<file path="src/rtl/imem_port_arbiter.sv">
// imem_port_arbiter: shares one instruction-memory read port between the
// fetch unit (F) and an auxiliary reader (A). One outstanding request at a
// time, round-robin on ties; a branch redirect squashes fetch responses.
// Optional response timeout enabled by defining IMEM_PORT_ARBITER_TIMEOUT_EN.
module imem_port_arbiter #(
    parameter int DATA_WIDTH = 64,
    parameter int INSN_WIDTH = 32,
    parameter int TIMEOUT    = 64
) (
    input  logic                  clk,
    input  logic                  rst,
    input  logic [DATA_WIDTH-1:0] f_addr_i,
    input  logic                  f_en_i,
    output logic                  f_busy_o,
    output logic                  f_gnt_o,
    output logic                  f_rdy_o,
    output logic [INSN_WIDTH-1:0] f_data_o,
    input  logic [DATA_WIDTH-1:0] a_addr_i,
    input  logic                  a_en_i,
    output logic                  a_busy_o,
    output logic                  a_gnt_o,
    output logic                  a_rdy_o,
    output logic [INSN_WIDTH-1:0] a_data_o,
    input  logic                  flush_i,
    output logic [DATA_WIDTH-1:0] mem_addr_o,
    output logic                  mem_en_o,
    input  logic [INSN_WIDTH-1:0] mem_data_i,
    input  logic                  mem_valid_i,
    output logic                  err_o
);

    typedef enum logic [1:0] {S_IDLE, S_ISSUE, S_WAIT} state_t;
    typedef enum logic {OWN_F = 1'b0, OWN_A = 1'b1} owner_t;

    state_t                r_state;
    state_t                w_next;
    owner_t                r_owner;
    owner_t                r_last_gnt;
    logic                  r_squash;
    logic                  r_mem_en;
    logic [DATA_WIDTH-1:0] r_mem_addr;

    logic w_cand_f;
    logic w_cand_a;
    logic w_gnt_f;
    logic w_gnt_a;
    logic w_kill;
    logic w_timeout;

    // A fetch request in the same cycle as a redirect is stale; never grant it.
    assign w_cand_f = f_en_i && !flush_i;
    assign w_cand_a = a_en_i;
    // On a tie the port that did not win last time goes first.
    assign w_gnt_f  = (r_state == S_IDLE) && w_cand_f && (!w_cand_a || (r_last_gnt == OWN_A));
    assign w_gnt_a  = (r_state == S_IDLE) && w_cand_a && (!w_cand_f || (r_last_gnt == OWN_F));

    // A fetch response is dropped if a redirect arrived at any point since issue,
    // including the very cycle the data returns.
    assign w_kill   = r_squash || (flush_i && (r_owner == OWN_F));

`ifdef IMEM_PORT_ARBITER_TIMEOUT_EN
    localparam int CW = $clog2(TIMEOUT + 1);
    logic [CW-1:0] r_cnt;

    // Wait-cycle counter: zeroed while issuing, so it reads 0 on the first WAIT cycle.
    always_ff @(posedge clk) begin
        if (rst) begin
            r_cnt <= '0;
        end else if (r_state == S_ISSUE) begin
            r_cnt <= '0;
        end else if (r_state == S_WAIT) begin
            r_cnt <= r_cnt + CW'(1);
        end
    end

    // A response arriving on the limit cycle still completes normally.
    assign w_timeout = (r_state == S_WAIT) && (r_cnt == CW'(TIMEOUT)) && !mem_valid_i;
`else
    assign w_timeout = 1'b0;
`endif

    // State register.
    always_ff @(posedge clk) begin
        if (rst) begin
            r_state <= S_IDLE;
        end else begin
            r_state <= w_next;
        end
    end

    // Grant bookkeeping, squash tracking and the registered memory request.
    always_ff @(posedge clk) begin
        if (rst) begin
            r_owner    <= OWN_F;
            r_last_gnt <= OWN_A;
            r_squash   <= 1'b0;
            r_mem_en   <= 1'b0;
            r_mem_addr <= '0;
        end else begin
            r_mem_en <= 1'b0;
            if (w_gnt_f || w_gnt_a) begin
                r_owner    <= w_gnt_f ? OWN_F : OWN_A;
                r_last_gnt <= w_gnt_f ? OWN_F : OWN_A;
                r_mem_addr <= w_gnt_f ? f_addr_i : a_addr_i;
                r_mem_en   <= 1'b1;
                r_squash   <= 1'b0;
            end else if ((r_state != S_IDLE) && flush_i && (r_owner == OWN_F)) begin
                r_squash <= 1'b1;
            end
        end
    end

    // Next state plus the combinational grant/ready pulses.
    always_comb begin
        w_next  = r_state;
        f_gnt_o = 1'b0;
        a_gnt_o = 1'b0;
        f_rdy_o = 1'b0;
        a_rdy_o = 1'b0;
        case (r_state)
            S_IDLE: begin
                f_gnt_o = w_gnt_f;
                a_gnt_o = w_gnt_a;
                if (w_gnt_f || w_gnt_a) begin
                    w_next = S_ISSUE;
                end
            end
            S_ISSUE: begin
                w_next = S_WAIT;
            end
            S_WAIT: begin
                if (mem_valid_i) begin
                    w_next  = S_IDLE;
                    f_rdy_o = (r_owner == OWN_F) && !w_kill;
                    a_rdy_o = (r_owner == OWN_A) && !w_kill;
                end else if (w_timeout) begin
                    w_next = S_IDLE;
                end
            end
            default: begin
                w_next = S_IDLE;
            end
        endcase
    end

    assign f_busy_o   = (r_state != S_IDLE);
    assign a_busy_o   = (r_state != S_IDLE);
    assign f_data_o   = mem_data_i;
    assign a_data_o   = mem_data_i;
    assign mem_en_o   = r_mem_en;
    assign mem_addr_o = r_mem_addr;
    assign err_o      = w_timeout;

endmodule

</file>
<file path="config.mk">
export PLATFORM = sky130hd
export DESIGN_NAME = imem_port_arbiter
export DESIGN_NICKNAME = d
export VERILOG_FILES = /design/src/rtl/imem_port_arbiter.sv
export SDC_FILE = /design/constraint.sdc
export NUM_CORES = 1
export LEC_CHECK = 0
export BUFFER_PORTS_ARGS = -buffer_cell sky130_fd_sc_hd__buf_2
export CORE_AREA = 2 2 119 121
export DETAILED_ROUTE_END_ITERATION = 7
export DIE_AREA = 0 0 121 123
export HOLD_SLACK_MARGIN = 0.02
export PLACE_DENSITY = 0.65
export SKIP_LAST_GASP = 1
export SYNTH_ARGS = -nofsm -noshare
export SYNTH_HDL_FRONTEND = slang
export SYNTH_SLANG_ARGS = --single-unit
</file>
<file path="constraint.sdc">
create_clock -name clk -period 1.8 [get_ports clk]
set_clock_uncertainty 0.1 [all_clocks]
set_input_delay 0.36 -clock clk [delete_from_list [all_inputs] [get_ports clk]]
set_output_delay 0.36 -clock clk [all_outputs]
set_load 0.01 [all_outputs]
</file>
==> results of run 1 <==
==> Yosys cell counts, drive strengths merged <==
library cell,instances
o21ai,65
dfxtp,70
nor2,2
conb,1
nor3b,1
or2,3
mux2i,1
a211o,1
nor4bb,1
a311oi,64
inv,3
nor4,1
a31oi,1
or4b,1
and3b,1
buf,77
clkbuf,47
nor3,64
or3b,65
nor2b,1
a21oi,3
and2,1
==> cells by family after synthesis <==
| family | count (synthesis) | synth area share [%] |
|---|---|---|
| muxes | 1 | 0.244 |
| other | 1 | 0.0914 |
| DFF | 70 | 34.2 |
| buffers and inverters | 127 | 18.3 |
| and+or+nand+nor | 141 | 23.7 |
| AOI/OAI and AO/OA | 134 | 23.5 |
==> flip-flops by register name (all words and copies together), names as in the netlist <==
signal,flops
r_last_gnt,1
r_owner,1
r_state,2
mem_addr_o,64
r_squash,1
mem_en_o,1
==> stage by stage <==
| step | setup TNS, ps | hold WS, ps | util [%] | power, uW |
|---|---|---|---|---|
| finish | -10440 | 282 | 43.2 | 4870 |
| global route | -13750 | 285 | 43.2 | 5100 |
| CTS | -10000 | 234 | 40.1 | 4720 |
| detailed placement | -12280 | 398 | 35.7 | 2870 |
| global placement | -10690 | 385 | 35.7 | 2850 |
| floorplan | -307 | 352 | - | 2560 |
==> tightest hold or removal path, delay by kind of cell <==
kind / cells / cell delay, ps
AO/OA/AOI/OAI: 1 / 60
buffers and inverters: 1 / 90
AND/OR/NAND/NOR: 1 / 140
==> what timing repair did <==
item,CTS,global route
cloned,4,5
resized for setup,39,66
setup endpoints to repair,68,73
endpoints found under the hold margin,0,0
setup buffers,8,3
hold buffers,0,0
pin swaps,41,34
==> layer usage <==
metal | up-vias | share of wire, % | track usage, %
met5 | - | 0 | 0
met4 | 0 | 1.6 | 6.32
met3 | 19 | 7.5 | 4.84
met2 | 213 | 51 | 30.3
met1 | 1995 | 40 | 20.9
li1 | 1993 | - | -
==> worst paths after layout <==
kind,from,slack [ps],depth (start not counted),end
max,r_state[0],-300,4,f_gnt_o
max reg2reg,r_state[1],-290,5,mem_addr_o[41]
min reg2reg,mem_addr_o[16],410,2,mem_addr_o[16]
min,a_addr_i[9],280,3,mem_addr_o[9]
==> cell type report <==
| type | instances | area share [%] |
|---|---|---|
| multi-input cells | 277 | 39.5 |
| well taps | 180 | 3.83 |
| repair buffers | 244 | 27.9 |
| clock inverters | 1 | 0.0851 |
| clock buffers | 14 | 4.49 |
| inverters | 3 | 0.277 |
| flip-flops and latches | 70 | 24.0 |
==> power groups by stage <==
| stage | combinational, uW | sequential, uW | clock, uW |
|---|---|---|---|
| final | 1390 | 1820 | 1660 |
| after detailed placement | 1040 | 1830 | 0 |
| after CTS | 1230 | 1800 | 1690 |
| after global placement | 1020 | 1830 | 0 |
| after global routing | 1500 | 1830 | 1770 |
| after floorplan | 668 | 1890 | 0 |
==> impl_metrics.sql, run 1 <==
INSERT INTO impl_metrics (metric_group, metric, value, unit) VALUES
('layout', 'final_common_cell', 'buf_2', ''),
('route', 'antenna_left', '0', ''),
('cts', 'tritoncts', 'done', ''),
('timing', 'fmax', '476', 'MHz'),
('layout', 'antenna_cells', '0', ''),
('die', 'io_pins', '302', ''),
('timing', 'post_route_minimum_period', '2100', 'ps'),
('setup_path', 'arrival_time_reported_for_the_critical_path_endpoint', '1640', 'ps'),
('cts', 'clock_latency', '330', 'ps'),
('grt', 'grt_start_max_net_pins', '71', ''),
('setup_path', 'timing.critical_path.slowest_cell_delay', '520', 'ps'),
('placement', 'numPlacedInstances', '756', ''),
('route', 'avgRoutedWirePerCell', '18.7', 'um'),
('setup_path', 'critPathCaptureType', 'output port', ''),
('cts', 'clockRootBuffer', 'clkbuf_16', ''),
('timing', 'setup_ws_final', '-301', 'ps'),
('setup_path', 'critical_path_source_type', 'flip-flop', ''),
('layout', 'number_of_fill_cells', '1316', ''),
('setup_path', 'worstPathCellList', 'or4b_4, or2_4, inv_4, buf_6', ''),
('die', 'placementRows', '43', ''),
('setup_path', 'timing.critical_path.max_delay_family', 'simple AND/OR/NAND/NOR gates', ''),
('grt', 'grt_antenna_before_repair', '0', ''),
('route', 'via_count', '4220', ''),
('job', 'timing.max_cap.violations', '0', ''),
('placement', 'dpl-instance-area', '0.00486', 'mm^2'),
('die', 'dieArea', '0.0149', 'mm^2'),
('logic_synthesis', 'netlist-cell-type-count', '30', ''),
('layout', 'finish.cell_count_without_fillers', '789', ''),
('route', 'first_iter_violations', '227', ''),
('setup_path', 'crit_path_max_fanout', '3', ''),
('cts', 'tritoncts_num_sinks', '70', ''),
('logic_synthesis', 'synth_top_area_share', '34.2', '%'),
('placement', 'io_buffers', '204', ''),
('setup_path', 'cp_slowest_cell', 'or4b_4', ''),
('logic_synthesis', 'yosysSeqAreaShare', '34.2', '%'),
('die', 'die_height', '123', 'um'),
('setup_path', 'criticalPathCategory', 'flip-flop to output port', ''),
('layout', 'proportion_of_layout_cells_with_a_drive_suffix_above_1', '55.7', '%'),
('logic_synthesis', 'avgSynthCellArea', '8.66', 'um^2'),
('power_and_ir_drop', 'pwr-share-seq', '37.3', '%'),
('grt', 'grt_pass1_vias', '4107', ''),
('worst_hold_path', 'timing.hold.worst.class', 'primary input to flip-flop', ''),
('route', 'first_pass_detailed_route_iteration_total', '4', ''),
('placement', 'dp_hpwl', '8.71', 'mm'),
('layout', 'finalInstanceArea', '0.00588', 'mm^2'),
('die', 'chipWidth', '121', 'um'),
('power_and_ir_drop', 'vdd.ir_drop.worst', '0.399', 'mV'),
('outcome', 'violations', 'setup timing', ''),
('grt', 'grt_overflow_total', '0', ''),
('route', 'wirelength', '14.8', 'mm'),
('timing', 'rsz0062_at_grt', 'yes', ''),
('timing', 'setup-violations-final', '68', ''),
('timing', 'timing.final.crit_share', '117', '%'),
('logic_synthesis', 'count_of_mapped_cells_out_of_synthesis', '474', ''),
('power_and_ir_drop', 'power.combinational.fraction', '28.6', '%'),
('grt', 'grt_pass1_wl', '20.8', 'mm'),
('timing', 'slew_viol_final', '0', ''),
('logic_synthesis', 'yosysTopAreaCell', 'dfxtp_1', ''),
('power_and_ir_drop', 'power.share.clock', '34.0', '%'),
('power_and_ir_drop', 'power_leakage', '0.00246', 'uW'),
('layout', 'synthToLayoutAreaGrowth', '43.4', '%'),
('power_and_ir_drop', 'power.density', '827', 'mW/mm^2'),
('logic_synthesis', 'synthesis.nets', '640', ''),
('grt', 'aggregate_global_route_resource_usage', '17.6', '%'),
('power_and_ir_drop', 'cellInternalPower', '3410', 'uW'),
('power_and_ir_drop', 'swShare', '29.9', '%'),
('cts', 'clk_path_buf_depth', '2', ''),
('logic_synthesis', 'synth.ff_latch_count', '70', ''),
('die', 'fp.coreArea', '0.0136', 'mm^2'),
('logic_synthesis', 'synthTopCellsByArea', 'dfxtp_1 (34%), buf_4 (12%), a311oi_1 (12%), or3b_1 (12%), nor3_1 (7.8%)', ''),
('outcome', 'run_status', 'finished with violations', '');
Note: power is estimated with default switching activity, not from simulation.
==> run 2, diff against run 1 <==
Settings changed: CORE_AREA 2 2 119 121 to 2 2 117 119, CTS_BUF_LIST set to sky130_fd_sc_hd__clkbuf_4 sky130_fd_sc_hd__clkbuf_8, DIE_AREA 0 0 121 123 to 0 0 119 121, PLACE_DENSITY 0.65 to 0.67, REMOVE_ABC_BUFFERS set to 1.
==> impl_metrics.sql, run 2 (synthesis results as in run 1) <==
INSERT INTO impl_metrics (metric_group, metric, value, unit) VALUES
('grt', 'grt_pass1_wl', '23.3', 'mm'),
('layout', 'layout_common_cells', 'buf_2 (200), dfxtp_1 (67), nor3_1 (64), o21ai_0 (48), or3b_1 (44)', ''),
('outcome', 'run_status', 'finished with violations', ''),
('route', 'first_pass_detailed_route_iteration_total', '5', ''),
('setup_path', 'critPathCaptureType', 'output port', ''),
('placement', 'io_buffers', '204', ''),
('setup_path', 'critical_path_required', '1340', 'ps'),
('die', 'io_pins', '302', ''),
('setup_path', 'worstPathCellList', 'buf_6, or3b_4, buf_12, or2_4, inv_2, buf_6', ''),
('job', 'timing.max_cap.violations', '0', ''),
('layout', 'antenna_cells', '0', ''),
('route', 'first_iter_violations', '237', ''),
('setup_path', 'cp_slowest_cell', 'or3b_4', ''),
('timing', 'setup_ws_final', '-395', 'ps'),
('setup_path', 'crit_path_max_fanout', '3', ''),
('timing', 'worst-slew-pin-transition', '510', 'ps'),
('setup_path', 'critical_path_buf_inv_count', '4', ''),
('grt', 'top_usage_layer', 'met2', ''),
('power_and_ir_drop', 'vdd.ir_drop.worst', '0.663', 'mV'),
('grt', 'gr-usage-met2', '31.0', '%'),
('grt', 'grt_overflow_total', '0', ''),
('layout', 'final_common_cell', 'buf_2', ''),
('layout', 'largest_register_ff_count', '64', ''),
('cts', 'clockRootBuffer', 'clkbuf_8', ''),
('cts', 'cts_max_level', '3', ''),
('worst_hold_path', 'timing.hold.worst.class', 'primary input to flip-flop', ''),
('layout', 'proportion_of_layout_cells_with_a_drive_suffix_above_1', '54.2', '%'),
('cts', 'tritoncts_num_sinks', '70', ''),
('setup_path', 'timing.critical_path.max_delay_family', 'simple AND/OR/NAND/NOR gates', ''),
('grt', 'grt_pass1_vias', '4244', ''),
('die', 'die_height', '121', 'um'),
('timing', 'rsz0062_at_grt', 'yes', ''),
('die', 'fp.coreArea', '0.0131', 'mm^2'),
('timing', 'timing.final.crit_share', '122', '%'),
('placement', 'place_congestion', '0.818', ''),
('layout', 'synthToLayoutAreaGrowth', '38.5', '%'),
('setup_path', 'critical_path_source_type', 'flip-flop', ''),
('route', 'wirelength', '16.3', 'mm'),
('grt', 'grt_start_max_net_pins', '66', ''),
('layout', 'finalCoreUtilization', '43.4', '%'),
('placement', 'numPlacedInstances', '752', ''),
('cts', 'clk_path_buf_depth', '2', ''),
('die', 'placementRows', '42', ''),
('die', 'initial_core_util', '31.4', '%'),
('timing', 'worst_slew_margin_relative_to_its_limit', '66.0', '%'),
('cts', 'numCtsBuffers', '9', ''),
('cts', 'cts-hold-fix-buffers', '0', ''),
('timing', 'setup-violations-final', '70', ''),
('cts', 'clock_latency', '360', 'ps'),
('setup_path', 'arrival_time_reported_for_the_critical_path_endpoint', '1740', 'ps'),
('cts', 'tritoncts', 'done', ''),
('route', 'via_per_inst', '5.67', ''),
('setup_path', 'timing.critical_path.slowest_cell_delay', '400', 'ps'),
('grt', 'grt_util_met1', '25.3', '%'),
('layout', 'final_nets', '775', ''),
('power_and_ir_drop', 'power_leakage', '0.00241', 'uW'),
('die', 'dieArea', '0.0144', 'mm^2'),
('grt', 'grt_antenna_before_repair', '0', ''),
('placement', 'dp_hpwl', '10.7', 'mm'),
('timing', 'fmax', '455', 'MHz'),
('timing', 'slew_viol_final', '0', ''),
('grt', 'groute.layer.met3.usage', '12.6', '%'),
('timing', 'post_route_minimum_period', '2200', 'ps'),
('layout', 'number_of_fill_cells', '1274', ''),
('die', 'chipWidth', '119', 'um'),
('cts', 'cts.clk_slew.worst_paths', '80', 'ps'),
('route', 'via_count', '4481', ''),
('layout', 'finish.cell_count_without_fillers', '790', ''),
('grt', 'aggregate_global_route_resource_usage', '20.9', '%'),
('power_and_ir_drop', 'power.density', '837', 'mW/mm^2'),
('route', 'antenna_left', '0', ''),
('route', 'avgRoutedWirePerCell', '20.6', 'um'),
('timing', 'holdWs', '244', 'ps'),
('setup_path', 'crit_path_frequent_cell', 'buf_6', ''),
('setup_path', 'criticalPathCategory', 'flip-flop to output port', ''),
('route', 'drc', '0', ''),
('timing', 'final-hold-violation-count', '0', ''),
('outcome', 'violations', 'setup timing', '');
-- run 2: cell types whose count changed in the layout (fill, tap and decap cells not counted), moves of 7 or more --
cell / previous run / this run
o21ai_1: 9 / 17
a311oi_1: 25 / 32
o21ai_2: 8 / 0
clkbuf_16: 13 / 1
clkbuf_8: 2 / 10
-- run 2: worst register-to-register path, stage by stage (launching register included) --
cell and delay, ps:
dfxtp_2 330, buf_6 110, or3b_4 400, buf_4 180, bufbuf_16 300, or3b_1 360
a311oi_1 250
-- run 2: layer usage --
metal,vias up,share of wire (%)
met5,-,0.36
met3,26,14
met4,2,0.90
met1,2148,41
met2,316,44
li1,1989,-
-- run 2: final cells by class --
cell class                 count  area, um^2  share of cell area (%)
multi-input combinational    277        2180                    38.4
timing repair buffer         248        1610                    28.3
sequential                    70        1410                    24.8
tap                          176         220                    3.88
clock buffer                  11         145                    2.55
clock inverter                 5         106                    1.87
inverter                       3        13.8                   0.242
-- run 2: what timing repair did --
item / in CTS / in global routing
buffers inserted: 14 / 6
pin swaps: 44 / 38
endpoints found under the setup margin: 72 / 75
gates resized for setup: 26 / 47
gates cloned: 4 / 2
-- run 2: power breakdown --
group | internal (uW) | total, uW | switching (uW) | leakage [uW]
clock network | 977 | 1610 | 630 | 0.000123
logic | 675 | 1350 | 671 | 0.00171
registers | 1710 | 1800 | 88.4 | 0.000579
-- run 2: worst paths after layout --
check,start,endpoint,slack (ps),cells after the start
worst min register to register,mem_addr_o[60],mem_addr_o[60],410,2
worst min-delay path,mem_valid_i,r_state[1],240,4
worst max-delay path,r_state[1],a_gnt_o,-400,6
worst max register to register,r_state[1],mem_addr_o[0],-320,6
-- run 2: through the flow --
stage,setup slack (ps),power (uW),cell area (um^2),TNS [ps]
finish,-395,4760,5680,-15850
global route,-457,4960,5680,-19360
CTS,-431,4670,5430,-18110
detailed placement,-424,2880,4860,-24160
global placement,-348,2850,4860,-21960
floorplan,-2730,2330,3360,-183830
